--- src/rtl/uart_pkg.sv ---
// rtl/uart_pkg.sv - shared UART transmitter states, data-length limits and stop-bit codes
package uart_pkg;

    typedef enum logic [2:0] {
        ST_IDLE   = 3'd0,
        ST_START  = 3'd1,
        ST_DATA   = 3'd2,
        ST_PARITY = 3'd3,
        ST_STOP   = 3'd4
    } uart_state_t;

    localparam int   MIN_DATA_LEN = 5;
    localparam logic STOP_ONE     = 1'b0;
    localparam logic STOP_TWO     = 1'b1;

    function automatic logic [3:0] clamp_len(input logic [3:0] len, input int max_len);
        if (int'(len) < MIN_DATA_LEN) return 4'(MIN_DATA_LEN);
        if (int'(len) > max_len)      return 4'(max_len);
        return len;
    endfunction

endpackage

--- src/rtl/uart_tx_param_if.sv ---
// rtl/uart_tx_param_if.sv - transmit buffer write port with ready and level status
interface uart_tx_param_if #(
    parameter int DATA_WIDTH = 8,
    parameter int PTR_WIDTH  = 4
);
    logic                  tx_data_reg_wr;
    logic [DATA_WIDTH-1:0] tx_data;
    logic                  tx_ready;
    logic [PTR_WIDTH-1:0]  tx_fifo_level;

    modport master (
        output tx_data_reg_wr,
        output tx_data,
        input  tx_ready,
        input  tx_fifo_level
    );

    modport slave (
        input  tx_data_reg_wr,
        input  tx_data,
        output tx_ready,
        output tx_fifo_level
    );
endinterface

--- src/rtl/sync_fifo.sv ---
// rtl/sync_fifo.sv - single-clock FIFO; writes while full are dropped, reads only when non-empty
module sync_fifo #(
    parameter int WIDTH     = 8,
    parameter int DEPTH     = 8,
    parameter int PTR_WIDTH = 4
) (
    input  logic                 ACLK,
    input  logic                 ARESETn,
    input  logic                 wr_valid,
    input  logic [WIDTH-1:0]     wr_data,
    output logic                 wr_ready,
    output logic                 rd_valid,
    input  logic                 rd_ready,
    output logic [WIDTH-1:0]     rd_data,
    output logic [PTR_WIDTH-1:0] level
);
    localparam int AW = (DEPTH > 1) ? $clog2(DEPTH) : 1;
    localparam logic [AW-1:0]        LAST = AW'(DEPTH - 1);
    localparam logic [PTR_WIDTH-1:0] FULL = PTR_WIDTH'(DEPTH);

    logic [WIDTH-1:0]     mem [DEPTH];
    logic [AW-1:0]        wr_ptr, rd_ptr;
    logic [PTR_WIDTH-1:0] count;
    logic                 push, pop;

    assign wr_ready = (count != FULL);
    assign rd_valid = (count != '0);
    assign rd_data  = mem[rd_ptr];
    assign level    = count;
    assign push     = wr_valid && wr_ready;
    assign pop      = rd_ready && rd_valid;

    always_ff @(posedge ACLK) begin
        if (push) mem[wr_ptr] <= wr_data;
    end

    always_ff @(posedge ACLK or negedge ARESETn) begin
        if (!ARESETn) begin
            wr_ptr <= '0;
            rd_ptr <= '0;
            count  <= '0;
        end else begin
            if (push) wr_ptr <= (wr_ptr == LAST) ? '0 : wr_ptr + AW'(1);
            if (pop)  rd_ptr <= (rd_ptr == LAST) ? '0 : rd_ptr + AW'(1);
            case ({push, pop})
                2'b10:   count <= count + PTR_WIDTH'(1);
                2'b01:   count <= count - PTR_WIDTH'(1);
                default: count <= count;
            endcase
        end
    end

endmodule

--- src/rtl/uart_tx_param.sv ---
// rtl/uart_tx_param.sv - buffered UART transmitter with run-time length, parity and stop-bit framing
// Optional line-break control is built only when UART_TX_BREAK_EN is defined.
module uart_tx_param
    import uart_pkg::*;
#(
    parameter int DATA_WIDTH = 8,
    parameter int FIFO_DEPTH = 8,
    parameter int PTR_WIDTH  = 4
) (
    input  logic           ACLK,
    input  logic           ARESETn,
    input  logic           tx_baud_pulse,
    uart_tx_param_if.slave wr_if,
    input  logic [3:0]     data_len,
    input  logic           stop_bits,
    input  logic           parity_en,
    input  logic           parity_odd0_even1,
`ifdef UART_TX_BREAK_EN
    input  logic           tx_break,
`endif
    output logic           UART_TX,
    output logic           tx_busy,
    output logic           tx_done
);
    uart_state_t           state_q, state_d;
    logic [DATA_WIDTH-1:0] shift_q, shift_d, fifo_rd_data;
    logic [3:0]            cnt_q, cnt_d, len_q, len_d, len_eff;
    logic                  stop2_q, stop2_d, par_en_q, par_en_d, par_bit_q, par_bit_d;
    logic                  fifo_rd_valid, pop, brk, line_d, par_calc, stop_last;

`ifdef UART_TX_BREAK_EN
    assign brk = tx_break;
`else
    assign brk = 1'b0;
`endif

    sync_fifo #(
        .WIDTH     (DATA_WIDTH),
        .DEPTH     (FIFO_DEPTH),
        .PTR_WIDTH (PTR_WIDTH)
    ) u_fifo (
        .ACLK     (ACLK),
        .ARESETn  (ARESETn),
        .wr_valid (wr_if.tx_data_reg_wr),
        .wr_data  (wr_if.tx_data),
        .wr_ready (wr_if.tx_ready),
        .rd_valid (fifo_rd_valid),
        .rd_ready (pop),
        .rd_data  (fifo_rd_data),
        .level    (wr_if.tx_fifo_level)
    );

    assign len_eff   = clamp_len(data_len, DATA_WIDTH);
    assign stop_last = (stop2_q == STOP_ONE) || (cnt_q == 4'd1);
    assign tx_busy   = (state_q != ST_IDLE);

    // Parity covers only the bits that will actually be shifted out.
    always_comb begin
        par_calc = 1'b0;
        for (int i = 0; i < DATA_WIDTH; i++) begin
            if (i < int'(len_eff)) par_calc = par_calc ^ fifo_rd_data[i];
        end
    end

    always_comb begin
        state_d   = state_q;
        shift_d   = shift_q;
        cnt_d     = cnt_q;
        len_d     = len_q;
        stop2_d   = stop2_q;
        par_en_d  = par_en_q;
        par_bit_d = par_bit_q;
        pop       = 1'b0;
        tx_done   = 1'b0;
        if (tx_baud_pulse) begin
            case (state_q)
                ST_IDLE:   pop = fifo_rd_valid && !brk;
                ST_START:  state_d = ST_DATA;
                ST_DATA: begin
                    shift_d = shift_q >> 1;
                    if (cnt_q == len_q - 4'd1) begin
                        cnt_d   = 4'd0;
                        state_d = par_en_q ? ST_PARITY : ST_STOP;
                    end else begin
                        cnt_d = cnt_q + 4'd1;
                    end
                end
                ST_PARITY: state_d = ST_STOP;
                ST_STOP: begin
                    if (stop_last) begin
                        cnt_d   = 4'd0;
                        tx_done = 1'b1;
                        state_d = ST_IDLE;
                        // Chain straight into the next START so frames stay gapless.
                        pop     = fifo_rd_valid && !brk;
                    end else begin
                        cnt_d = cnt_q + 4'd1;
                    end
                end
                default:   state_d = ST_IDLE;
            endcase
            if (pop) begin
                state_d   = ST_START;
                shift_d   = fifo_rd_data;
                cnt_d     = 4'd0;
                len_d     = len_eff;
                stop2_d   = stop_bits;
                par_en_d  = parity_en;
                par_bit_d = par_calc ^ ~parity_odd0_even1;
            end
        end
    end

    // Line value tracks the state being entered so each bit aligns with its baud period.
    always_comb begin
        line_d = 1'b1;
        case (state_d)
            ST_START:  line_d = 1'b0;
            ST_DATA:   line_d = shift_d[0];
            ST_PARITY: line_d = par_bit_d;
            default:   line_d = 1'b1;
        endcase
        if (brk) line_d = 1'b0;
    end

    always_ff @(posedge ACLK or negedge ARESETn) begin
        if (!ARESETn) begin
            state_q   <= ST_IDLE;
            shift_q   <= '0;
            cnt_q     <= 4'd0;
            len_q     <= 4'(MIN_DATA_LEN);
            stop2_q   <= STOP_ONE;
            par_en_q  <= 1'b0;
            par_bit_q <= 1'b0;
            UART_TX   <= 1'b1;
        end else begin
            state_q   <= state_d;
            shift_q   <= shift_d;
            cnt_q     <= cnt_d;
            len_q     <= len_d;
            stop2_q   <= stop2_d;
            par_en_q  <= par_en_d;
            par_bit_q <= par_bit_d;
            UART_TX   <= line_d;
        end
    end

endmodule

--- src/flat_wrapper.sv ---
// flat-port wrapper written by rule: the top's interface ports become plain ports
module uart_tx_param_flat import uart_pkg::*;
#(
    parameter int DATA_WIDTH = 8,
    parameter int FIFO_DEPTH = 8,
    parameter int PTR_WIDTH  = 4
)
  (ACLK, ARESETn, tx_baud_pulse, data_len, stop_bits, parity_en, parity_odd0_even1, UART_TX, tx_busy, tx_done, wr_if_tx_data_reg_wr, wr_if_tx_data, wr_if_tx_ready, wr_if_tx_fifo_level);
  uart_tx_param_if #(.DATA_WIDTH(DATA_WIDTH), .PTR_WIDTH(PTR_WIDTH)) wr_if_i ();
  input  logic ACLK;
  input  logic ARESETn;
  input  logic tx_baud_pulse;
  input  logic [3:0] data_len;
  input  logic stop_bits;
  input  logic parity_en;
  input  logic parity_odd0_even1;
  output logic UART_TX;
  output logic tx_busy;
  output logic tx_done;
  input wire logic [$bits(wr_if_i.tx_data_reg_wr)-1:0] wr_if_tx_data_reg_wr;
  input wire logic [$bits(wr_if_i.tx_data)-1:0] wr_if_tx_data;
  output wire logic [$bits(wr_if_i.tx_ready)-1:0] wr_if_tx_ready;
  output wire logic [$bits(wr_if_i.tx_fifo_level)-1:0] wr_if_tx_fifo_level;
  assign wr_if_i.tx_data_reg_wr = wr_if_tx_data_reg_wr;
  assign wr_if_i.tx_data = wr_if_tx_data;
  assign wr_if_tx_ready = wr_if_i.tx_ready;
  assign wr_if_tx_fifo_level = wr_if_i.tx_fifo_level;
  uart_tx_param #(.DATA_WIDTH(DATA_WIDTH), .FIFO_DEPTH(FIFO_DEPTH), .PTR_WIDTH(PTR_WIDTH)) u_core (.ACLK(ACLK), .ARESETn(ARESETn), .tx_baud_pulse(tx_baud_pulse), .wr_if(wr_if_i), .data_len(data_len), .stop_bits(stop_bits), .parity_en(parity_en), .parity_odd0_even1(parity_odd0_even1), .UART_TX(UART_TX), .tx_busy(tx_busy), .tx_done(tx_done));
endmodule
--- config.mk ---
export PLATFORM = sky130hd
export DESIGN_NAME = uart_tx_param_flat
export DESIGN_NICKNAME = d
export VERILOG_FILES = /design/src/rtl/uart_pkg.sv /design/src/rtl/uart_tx_param_if.sv /design/src/rtl/sync_fifo.sv /design/src/rtl/uart_tx_param.sv /design/src/flat_wrapper.sv
export SDC_FILE = /design/constraint.sdc
export NUM_CORES = 1
export LEC_CHECK = 0
export CAP_MARGIN = 5
export CORE_UTILIZATION = 55
export CTS_CLUSTER_SIZE = 10
export DETAILED_ROUTE_END_ITERATION = 12
export PLACE_DENSITY = 0.83
export SETUP_SLACK_MARGIN = 0.15
export SYNTH_ARGS = -nofsm -noshare
export SYNTH_HDL_FRONTEND = slang
export SYNTH_SLANG_ARGS = --single-unit
--- constraint.sdc ---
create_clock -name ACLK -period 4.86 [get_ports ACLK]
set_input_delay 0.486 -clock ACLK [delete_from_list [all_inputs] [get_ports ACLK]]
set_output_delay 0.486 -clock ACLK [all_outputs]
set_load 0.02 [all_outputs]
---- Word-level counts from Yosys, hierarchy flattened ----
Memories as Yosys holds them, arrays and structs flattened.
Cells that the tools add are included.
storage, ports and cells
  bits in registers ....................... 33
  RAM bits ................................ 64
  output and inout port bits .............. 8
  word-level logic and storage cells ...... 108
  memories kept ........................... 1
operators by class
  add/subtract/negate cells ............... 6
  $lt $le $gt $ge ......................... 10
  eq/ne operators ......................... 14
  mux-type cells .......................... 43
  bitwise operators ....................... 10
  reduce and logical (&&, ||, !) cells .... 12
memories
  name               depth  width  read ports  clocked after memory_dff  wr ports  line             source
  u_core.u_fifo.mem  8      8      1           0                         1         sync_fifo.sv:21  logic [WIDTH-1:0] mem [DEPTH];
operators with widths
  operator                                            count
  2-to-1 mux 4 bit                                    7
  2-to-1 mux 1 bit                                    22
  2-to-1 mux 3 bit                                    7
  < comparator 3 x 4 -> 1 bit, first input constant   4
  2-to-1 mux 8 bit                                    2
  case mux 4 bit (2 select lines)                     2
  case mux 3 bit (5 select lines)                     1
  == test 3 x 2 -> 1 bit, second input constant       4
  == test 3 bit, second input constant                3
  adder 4 x 1 -> 4 bit, second input constant         2
  < comparator 1 x 4 -> 1 bit, first input constant   2
  < comparator 2 x 4 -> 1 bit, first input constant   2
  subtractor 4 x 1 -> 4 bit, second input constant    2
  XOR 1 bit                                           8
  adder 3 x 1 -> 3 bit, second input constant         2
  == test 3 x 1 -> 1 bit, second input constant       2
  AND reduction 2 bit                                 3
  nonzero test 3 bit                                  2
  == test 4 x 1 -> 1 bit, second input constant       1
  == test 4 bit                                       1
  > comparator 4 bit, second input constant           1
  < comparator 4 x 3 -> 1 bit, second input constant  1
  != test 4 bit, second input constant                1
  nonzero test 2 bit                                  2
  other kinds (9)                                     11

---- Logic depth before layout (Yosys ltp) ----
Gate-level depths: netlist (run 1).
  depth after elaboration ................. 25
  depth in mapped cells ................... 14
  gate-level depth less buffers ........... 13

---- Modules after synthesis ----
A second synthesis (run 1) with hierarchy kept.
unflattened totals
  cells, all modules ...................... 307
  area total of the unflattened synthesis .. 4524.3 µm²
by module, submodules not included
  module         times used  cells an instance  area each (µm²)
  sync_fifo      1           159                3165.5
  uart_tx_param  1           148                1358.8

---- Worst setup path after synthesis (run 1) ----
OpenSTA, ideal clock, no wires.
  kind .................................... register to register
  from .................................... register u_core.u_fifo.count[0] (netlist: u_core.u_fifo.level[0])
  to ...................................... register u_core.u_fifo.count[3] (netlist: u_core.u_fifo.level[3])
  library setup time ...................... 0.132 ns
  arrival ................................. 2.655 ns
  required time ........................... 4.728 ns
  setup slack ............................. 2.073 ns
  cell stages (with the launch flop) ...... 13
  path buffers ............................ 1
  cell sequence ........................... dfrtp_1 > or4_1 > o311a_1 > buf_2 > nand2_1 > inv_2 > ha_1 > ha_1 > a21o_1 > a21oi_1 > xnor2_1 > nor2_1 > xor2_1
between the ends
  longest elaborated chain between the ends .. 8
  elaborated cells between the ends (all ways) .. 14
  those cells by class .................... add/sub (2); eq/ne (3); mux (5); reduce/logical (4)
ends and longest elaborated chain
  item                                                                   line                 source
  start, declared                                                        sync_fifo.sv:23      logic [PTR_WIDTH-1:0] count;
  start signal, assigned                                                 sync_fifo.sv:46      2'b10: count <= count + PTR_WIDTH'(1);
  start signal, assigned                                                 sync_fifo.sv:47      2'b01: count <= count - PTR_WIDTH'(1);
  start signal, assigned                                                 sync_fifo.sv:48      default: count <= count;
  nonzero test 4 bit *                                                   sync_fifo.sv:27      assign rd_valid = (count != '0);
  2-to-1 mux 1 bit                                                       uart_tx_param.sv:90  if (stop_last) begin
  case mux 1 bit (2 select lines)                                        uart_tx_param.sv:76  case (state_q)
  2-to-1 mux 1 bit (2 in a row)                                          uart_tx_param.sv:75  if (tx_baud_pulse) begin
  logical AND 1 bit *                                                    sync_fifo.sv:31      assign pop = rd_ready && rd_valid;
  via u_core.u_fifo.pop                                                  sync_fifo.sv:24      logic push, pop;
  == test 2 x 1 -> 1 bit or == test 2 bit (tied branches)                sync_fifo.sv:45      case ({push, pop})
  case mux 4 bit (2 select lines) or nonzero test 2 bit (tied branches)  --
The timed path passes the listed nets; every way through them passes the cells marked *. The select of a mux whose other input is x is not followed.
A chain may end at the register's enable or synchronous reset.

---- Final worst setup path (run 1) ----
Same ends and word-level chain as after synthesis.

==> out/results.ini, run 1 <==
[logic_synthesis]
dominantRegCellSynth = edfxtp_1
netlist_area_mm2 = 0.00436
synth_common_cells = edfxtp_1, dfrtp_1, nand2_1, nor2_1
yosysMostFrequentCell = edfxtp_1
synth-seq-cells = 97
syn_avg_cell_area_um2 = 14.6
yosysTopAreaCell = edfxtp_1
synth_edf_count = 64
yosysWarnings = 0
ys_types = 50
ys_seq_area_share_pct = 63.2
synthTopCellsByArea = edfxtp_1, dfrtp_1, mux4_2
syn-instance-count = 299
syn_nets = 329
async_flop_share_pct = 34.0
synth_top_area_share_pct = 44.1

[sta]
setup_viol = 0
rsz0062_at_grt = no
slew_violations = 0
layout_min_cycle_time_ps = 3170
fin_skew_ps = 8.34
hold_viol = 0
fmax_mhz = 315
timing.final.crit_share_pct = 65.3
holdWs_ps = 510
final.setup.tns_ps = 0
worstMarginPinSlew_ps = 953
slew_headroom_pct = 36.4

[floorplan]
start_util_pct = 56.7
die_w_um = 91.0
rows = 32
die_height_um = 91.0
core-area_mm2 = 0.00769
ioPinCount = 27
design.die.area_mm2 = 0.00828

[grt]
grt_antenna_before_repair = 0
grt_pass1_vias = 2609
grt_max_degree = 34
grt_pass1_wl_mm = 12.5
track_usage_pct = 20.3
grt-ovfl-total = 0

[placed_design]
gp_congestion = 0.824
portBuffers = 26
hpwl_mm = 5.17

[setup_path]
reg2reg_to = u_core.u_fifo.level[3]
end_kind = register
cp.required_ps = 5120
reg2reg_depth = 11
cp-startpoint = u_core.u_fifo.level[0]
worstSetupPathType = reg -> reg
cp_slowest_stage_delay_ps = 590
cpMostUsedCell = ha_1
worstReg2RegStart = u_core.u_fifo.level[0]
rrSetupSlack_ps = 1690
slowest_stage = or4_1
path_max_fanout = 14
crit_chain = or4_1, o311a_1, nand2_1, inv_2, ha_1, ha_1, a21o_1, a21oi_1, xnor2_1, nor2_1, xor2_1
crit_end = u_core.u_fifo.level[3]
worstPathArrival_ps = 3430
critical_path.startpoint_type = register

[outcome]
status = completed

[routing]
drt_iter0_markers = 141
via_count = 2478
post_drt_wl_per_cell_um = 17.0
routed_wl_mm = 7.47
drc = 0
dr.pass1.iters = 4
ant_nets = 0
vias_per_cell = 5.63

[min_path]
hp-class = in -> async

[clock_network]
clk_pin_slew_worst_paths_ps = 100
clk_path_buf_depth = 2
post_cts_resized = 0
hold_buffers = 0
htree_levels = 3
cts_root_buf = clkbuf_8
cts_sinks = 97
cts_tree = yes
clkLatencyLatePin_ps = 370
cts_setup_buffers = 0
cts_buffers = 9

[layout]
insertedDiodeCount = 0
nets = 363
area_growth_pct = 13.0
drive_gt1_share_pct = 15.1

[pwr]
vdd_drop_max_uv = 254
power.leakage_nw = 1.80
powerDensity_mw_per_mm2 = 626

[job]
cap_violations = 0

==> worst max-delay path: cells and delay by family (launching register included) <==
family / cells / cell delay (ps)
xor gates and xnor gates: 2 / 270
DFF: 1 / 460
AOI/OAI and AO/OA: 3 / 610
buffers and inverters: 1 / 180
adders and majority gates: 2 / 540
and+or+nand+nor: 3 / 1020
==> worst min path at each step <==
| stage | start | endpoint | slack (ps) | depth (start not counted) |
|---|---|---|---|---|
| floorplan | ARESETn | u_core.cnt_q[0] | 190 | 0 |
| global placement | u_core.u_fifo.level[3] | u_core.u_fifo.level[3] | 490 | 1 |
| detailed placement | u_core.par_bit_q | u_core.par_bit_q | 500 | 2 |
| CTS | u_core.par_bit_q | u_core.par_bit_q | 510 | 2 |
| global route | u_core.par_bit_q | u_core.par_bit_q | 530 | 2 |
| finish | ARESETn | u_core.cnt_q[0] | 510 | 2 |
==> cell usage in the layout (no fill, tap or decap), types with 2 or more instances in the layout <==
master           netlist  final
a21o_1                 3      3
a21oi_1               16     16
buf_4                  1      6
clkbuf_8               0      9
clkdlybuf4s50_1        0     26
dfrtp_1               30     30
dfstp_2                3      3
edfxtp_1              64     64
ha_1                  10     10
inv_1                 11     11
inv_6                  0      2
inv_8                  0      3
mux2_2                 3      3
mux2i_1                3      3
mux2i_2                2      2
mux2i_4                3      3
mux4_2                16     16
nand2_1               27     27
nand2b_1               4      4
nand3_1                3      3
nor2_1                22     22
nor3_1                10     10
o21ai_0                3      3
o21ai_1                9      9
o22a_1                 5      5
o22ai_1                2      2
o31ai_1                3      3
or3_1                  2      2
xnor2_1               11     11
xor2_1                 5      5
==> layer usage <==
metal  vias up  part of all wire (%)  wire, um  track usage, %
li1       1184                     -         -               -
met1      1219                    42      3150            25.6
met2        57                    51      3790            33.6
met3        18                   4.9       365            4.36
met4         0                   2.2       166            9.52
met5         -                     0         0               0
==> layout make-up <==
type | count | area, um^2
Inverter | 13 | 48.8
Sequential cell | 97 | 2750
Clock buffer | 9 | 124
Fill cell | 566 | 2760
Timing Repair Buffer | 32 | 305
Tap cell | 102 | 128
Clock inverter | 7 | 76.3
Multi-Input combinational cell | 180 | 1490
==> flip-flops by register name, summed over array words and instances, names as in the netlist <==
name	count
u_core.u_fifo.rd_ptr	3
u_core.u_fifo.wr_ptr	3
u_core.u_fifo.mem	64
u_core.stop2_q	1
u_core.UART_TX	1
u_core.shift_q	8
u_core.u_fifo.level	4
u_core.state_q	3
u_core.len_q	4
u_core.par_en_q	1
u_core.par_bit_q	1
u_core.cnt_q	4
==> where the power goes <==
part / switching (mW) / internal [mW] / leakage (nW) / total [mW]
registers: 0.229 / 1.10 / 0.973 / 1.33
clock network: 0.316 / 0.208 / 0.103 / 0.524
logic: 0.594 / 0.633 / 0.722 / 1.23
total: 1.14 / 1.95 / 1.80 / 3.08
==> cell families (layout without fill, tap and decap cells) <==
group	Yosys count	after routing	synth area share, %
compound gates	49	49	7.07
xor+xnor	18	18	4.11
fa+ha+maj	11	11	3.33
buf+inv	22	61	2.61
flops	97	97	63.2
mux	27	27	11.9
simple gates	75	75	7.79
==> per-stage QoR <==
| step | total power [mW] | setup WS, ps | instances | utilization [%] | instance area [um^2] |
|---|---|---|---|---|---|
| global placement | 2.53 | 1790 | 424 | 61.4 | 4720 |
| global route | 3.28 | 1410 | 440 | 64.0 | 4920 |
| CTS | 3.11 | 1680 | 440 | 64.0 | 4920 |
| detailed placement | 2.58 | 1690 | 424 | 61.4 | 4720 |
| floorplan | 2.29 | 2070 | 299 | - | 4360 |
| finish | 3.08 | 1690 | 440 | 64.0 | 4920 |
No activity file was read; power rests on OpenSTA's default activity.
==> run 2: changes to the inputs <==
--- a/config.mk
+++ b/config.mk
@@ -6,7 +6,7 @@
 export NUM_CORES = 1
 export LEC_CHECK = 0
 export CAP_MARGIN = 5
-export CORE_UTILIZATION = 55
+export CORE_UTILIZATION = 53
 export CTS_CLUSTER_SIZE = 10
 export DETAILED_ROUTE_END_ITERATION = 12
 export PLACE_DENSITY = 0.83
==> constraint.sdc (replaced) <==
create_clock -name ACLK -period 2.9 [get_ports ACLK]
set_input_delay 0.29 -clock ACLK [delete_from_list [all_inputs] [get_ports ACLK]]
set_output_delay 0.29 -clock ACLK [all_outputs]
set_load 0.02 [all_outputs]
==> run 2 against run 1 <==
  * Core utilization rose by 0.16 points
  * Global-route usage rose by 0.54 points
  * Register-to-register slack got worse by 1400 ps
  * Combinational power rose by 84%
  * Critical path type unchanged
  * Largest cell class unchanged
  * Highest routed layer unchanged
==> out/results.ini, run 2 (same netlist as run 1, synthesis figures left out) <==
[layout]
nets = 376  ; was 363
largest_register_ffs = 64  ; unchanged
final_util_pct = 64.2  ; was 64.0%
reg_top3 = u_core.u_fifo.mem (64), u_core.shift_q (8)  ; unchanged
regMostFlops = u_core.u_fifo.mem  ; unchanged
mostFrequentLayoutCells = edfxtp_1, dfrtp_1, nand2_1, clkdlybuf4s50_1, nor2_1  ; unchanged
mostFrequentLayoutCell = edfxtp_1  ; unchanged
stdcell_area_mm2 = 0.00504  ; was 0.00492 mm^2
drive_gt1_share_pct = 19.9  ; was 15.1%
insertedDiodeCount = 0  ; unchanged
area_growth_pct = 15.7  ; was 13.0%

[sta]
fin_skew_ps = 10.4  ; was 8.34 ps
hold_viol = 0  ; unchanged
timing.final.crit_share_pct = 88.8  ; was 65.3%
layout_setup_ws_ps = 324  ; was 1690 ps
setup_viol = 0  ; unchanged
slew_headroom_pct = 66.8  ; was 36.4%
final.setup.tns_ps = 0  ; unchanged
slew_violations = 0  ; unchanged
rsz0062_at_grt = no  ; unchanged
worstMarginPinSlew_ps = 490  ; was 953 ps
fmax_mhz = 388  ; was 315 MHz
layout_min_cycle_time_ps = 2580  ; was 3170 ps

[grt]
grt_pass1_vias = 2509  ; was 2609
grt_antenna_before_repair = 0  ; unchanged
grt-ovfl-total = 0  ; unchanged
grt_max_degree = 34  ; unchanged
track_usage_pct = 20.8  ; was 20.3%
grt_pass1_wl_mm = 13.1  ; was 12.5 mm

[routing]
routed_wl_mm = 7.98  ; was 7.47 mm
dr.pass1.iters = 4  ; unchanged
top_layer_used = met4  ; unchanged
wl_met2_mm = 3.95  ; was 3.79 mm
post_drt_wl_per_cell_um = 17.6  ; was 17.0 um
drt_iter0_markers = 127  ; was 141
wl_met1_mm = 3.58  ; was 3.15 mm
drc = 0  ; unchanged
ant_nets = 0  ; unchanged
dr_wl_met3_um = 338  ; was 365 um
via_count = 2584  ; was 2478
vias_per_cell = 5.70  ; was 5.63

[job]
cap_violations = 0  ; unchanged

[clock_network]
htree_levels = 3  ; unchanged
clkLatencyLatePin_ps = 360  ; was 370 ps
clk_pin_slew_worst_paths_ps = 100  ; about the same
hold_buffers = 0  ; unchanged
cts_sinks = 97  ; unchanged
cts_root_buf = clkbuf_8  ; unchanged
clk_path_buf_depth = 2  ; unchanged
cts_buffers = 9  ; unchanged
cts_tree = yes  ; unchanged

[placed_design]
hpwl_mm = 5.47  ; was 5.17 mm
place_area_mm2 = 0.00482  ; was 0.00472 mm^2
portBuffers = 26  ; unchanged
post-place-ws_ps = 295  ; was 1690 ps
gp_congestion = 0.851  ; was 0.824

[floorplan]
die_height_um = 92.7  ; was 91.0 um
core-area_mm2 = 0.00785  ; was 0.00769 mm^2
rows = 32  ; unchanged
start_util_pct = 55.5  ; was 56.7%
design.die.area_mm2 = 0.00858  ; was 0.00828 mm^2
die_w_um = 92.7  ; was 91.0 um
ioPinCount = 27  ; unchanged

[outcome]
status = completed  ; unchanged

[pwr]
powerDensity_mw_per_mm2 = 1050  ; was 626 mW/mm^2
vdd_drop_max_uv = 380  ; was 254 uV
power.leakage_nw = 1.86  ; was 1.80 nW

[setup_path]
reg2reg_to = u_core.u_fifo.level[3]  ; unchanged
worstReg2RegStart = u_core.u_fifo.level[1]  ; was u_core.u_fifo.level[0]
end_kind = register  ; unchanged
cp.required_ps = 3150  ; was 5120 ps
cp-startpoint = u_core.u_fifo.level[1]  ; was u_core.u_fifo.level[0]
rrSetupSlack_ps = 320  ; was 1690 ps
worstSetupPathType = reg -> reg  ; unchanged
worstPathArrival_ps = 2830  ; was 3430 ps
reg2reg_depth = 11  ; unchanged
critical_path.startpoint_type = register  ; unchanged
path_max_fanout = 5  ; was 14

[min_path]
hp-class = in -> async  ; unchanged

## run 2: per-layer routing
layer / vias to the layer above / global-route usage, %
li1: 1213 / -
met1: 1287 / 28.1
met2: 73 / 33.7
met3: 11 / 3.69
met4: 0 / 8.33
met5: - / 0
## run 2: through the flow
stage	hold slack (ps)	power, mW	instances
6_report	318	5.31	453
4_1_cts	325	5.33	452
5_1_grt	370	5.64	453
3_5_place_dp	497	4.43	436
2_1_floorplan	-5.59	3.84	299
3_3_place_gp	476	4.33	436
## run 2: power by group
part	switching, mW	total (mW)	internal, mW
clock network	0.492	0.901	0.409
registers	0.289	2.15	1.86
logic	1.12	2.26	1.14
total	1.90	5.31	3.41
## run 2: critical path, stage by stage (launching register included)
cell and delay, ps:
dfrtp_2 450, or4_4 550, o311a_1 160, nand2_2 90
inv_2 40, ha_1 210, ha_1 290, a21o_1 170
a21oi_1 170, xnor2_1 140, nor2_1 70, xor2_1 140
## run 2: how the worst max path moves through the flow
| stage | to | slack [ps] | cells after the start |
|---|---|---|---|
| 2_1_floorplan | u_core.u_fifo.level[3] | 190 | 12 |
| 4_1_cts | u_core.u_fifo.level[3] | 280 | 11 |
| 3_3_place_gp | u_core.u_fifo.level[3] | 370 | 11 |
| 5_1_grt | u_core.u_fifo.level[3] | 150 | 12 |
| 6_report | u_core.u_fifo.level[3] | 320 | 11 |
| 3_5_place_dp | u_core.u_fifo.level[3] | 290 | 11 |
## run 2: repair_timing
item,in CTS,in global routing
gates resized for setup,0,3
setup buffers,0,1
hold endpoints to repair,0,0
endpoints found under the setup margin,0,1
## run 2: final cells by class
cell class | count | area (um^2)
repair buffers | 45 | 403
clock inverters | 7 | 78.8
flip-flops and latches | 97 | 2760
clock buffers | 9 | 124
fillers | 550 | 2810
multi-input cells | 180 | 1500
well taps | 102 | 128
inverters | 13 | 48.8
==> run 3: changes to the inputs <==
--- a/config.mk
+++ b/config.mk
@@ -11,6 +11,7 @@
 export DETAILED_ROUTE_END_ITERATION = 12
 export PLACE_DENSITY = 0.83
 export SETUP_SLACK_MARGIN = 0.15
+export SLEW_MARGIN = 20
 export SYNTH_ARGS = -nofsm -noshare
 export SYNTH_HDL_FRONTEND = slang
 export SYNTH_SLANG_ARGS = --single-unit
==> results of run 3 <==
Final layout, timing and power as in run 2 (identical DEF).
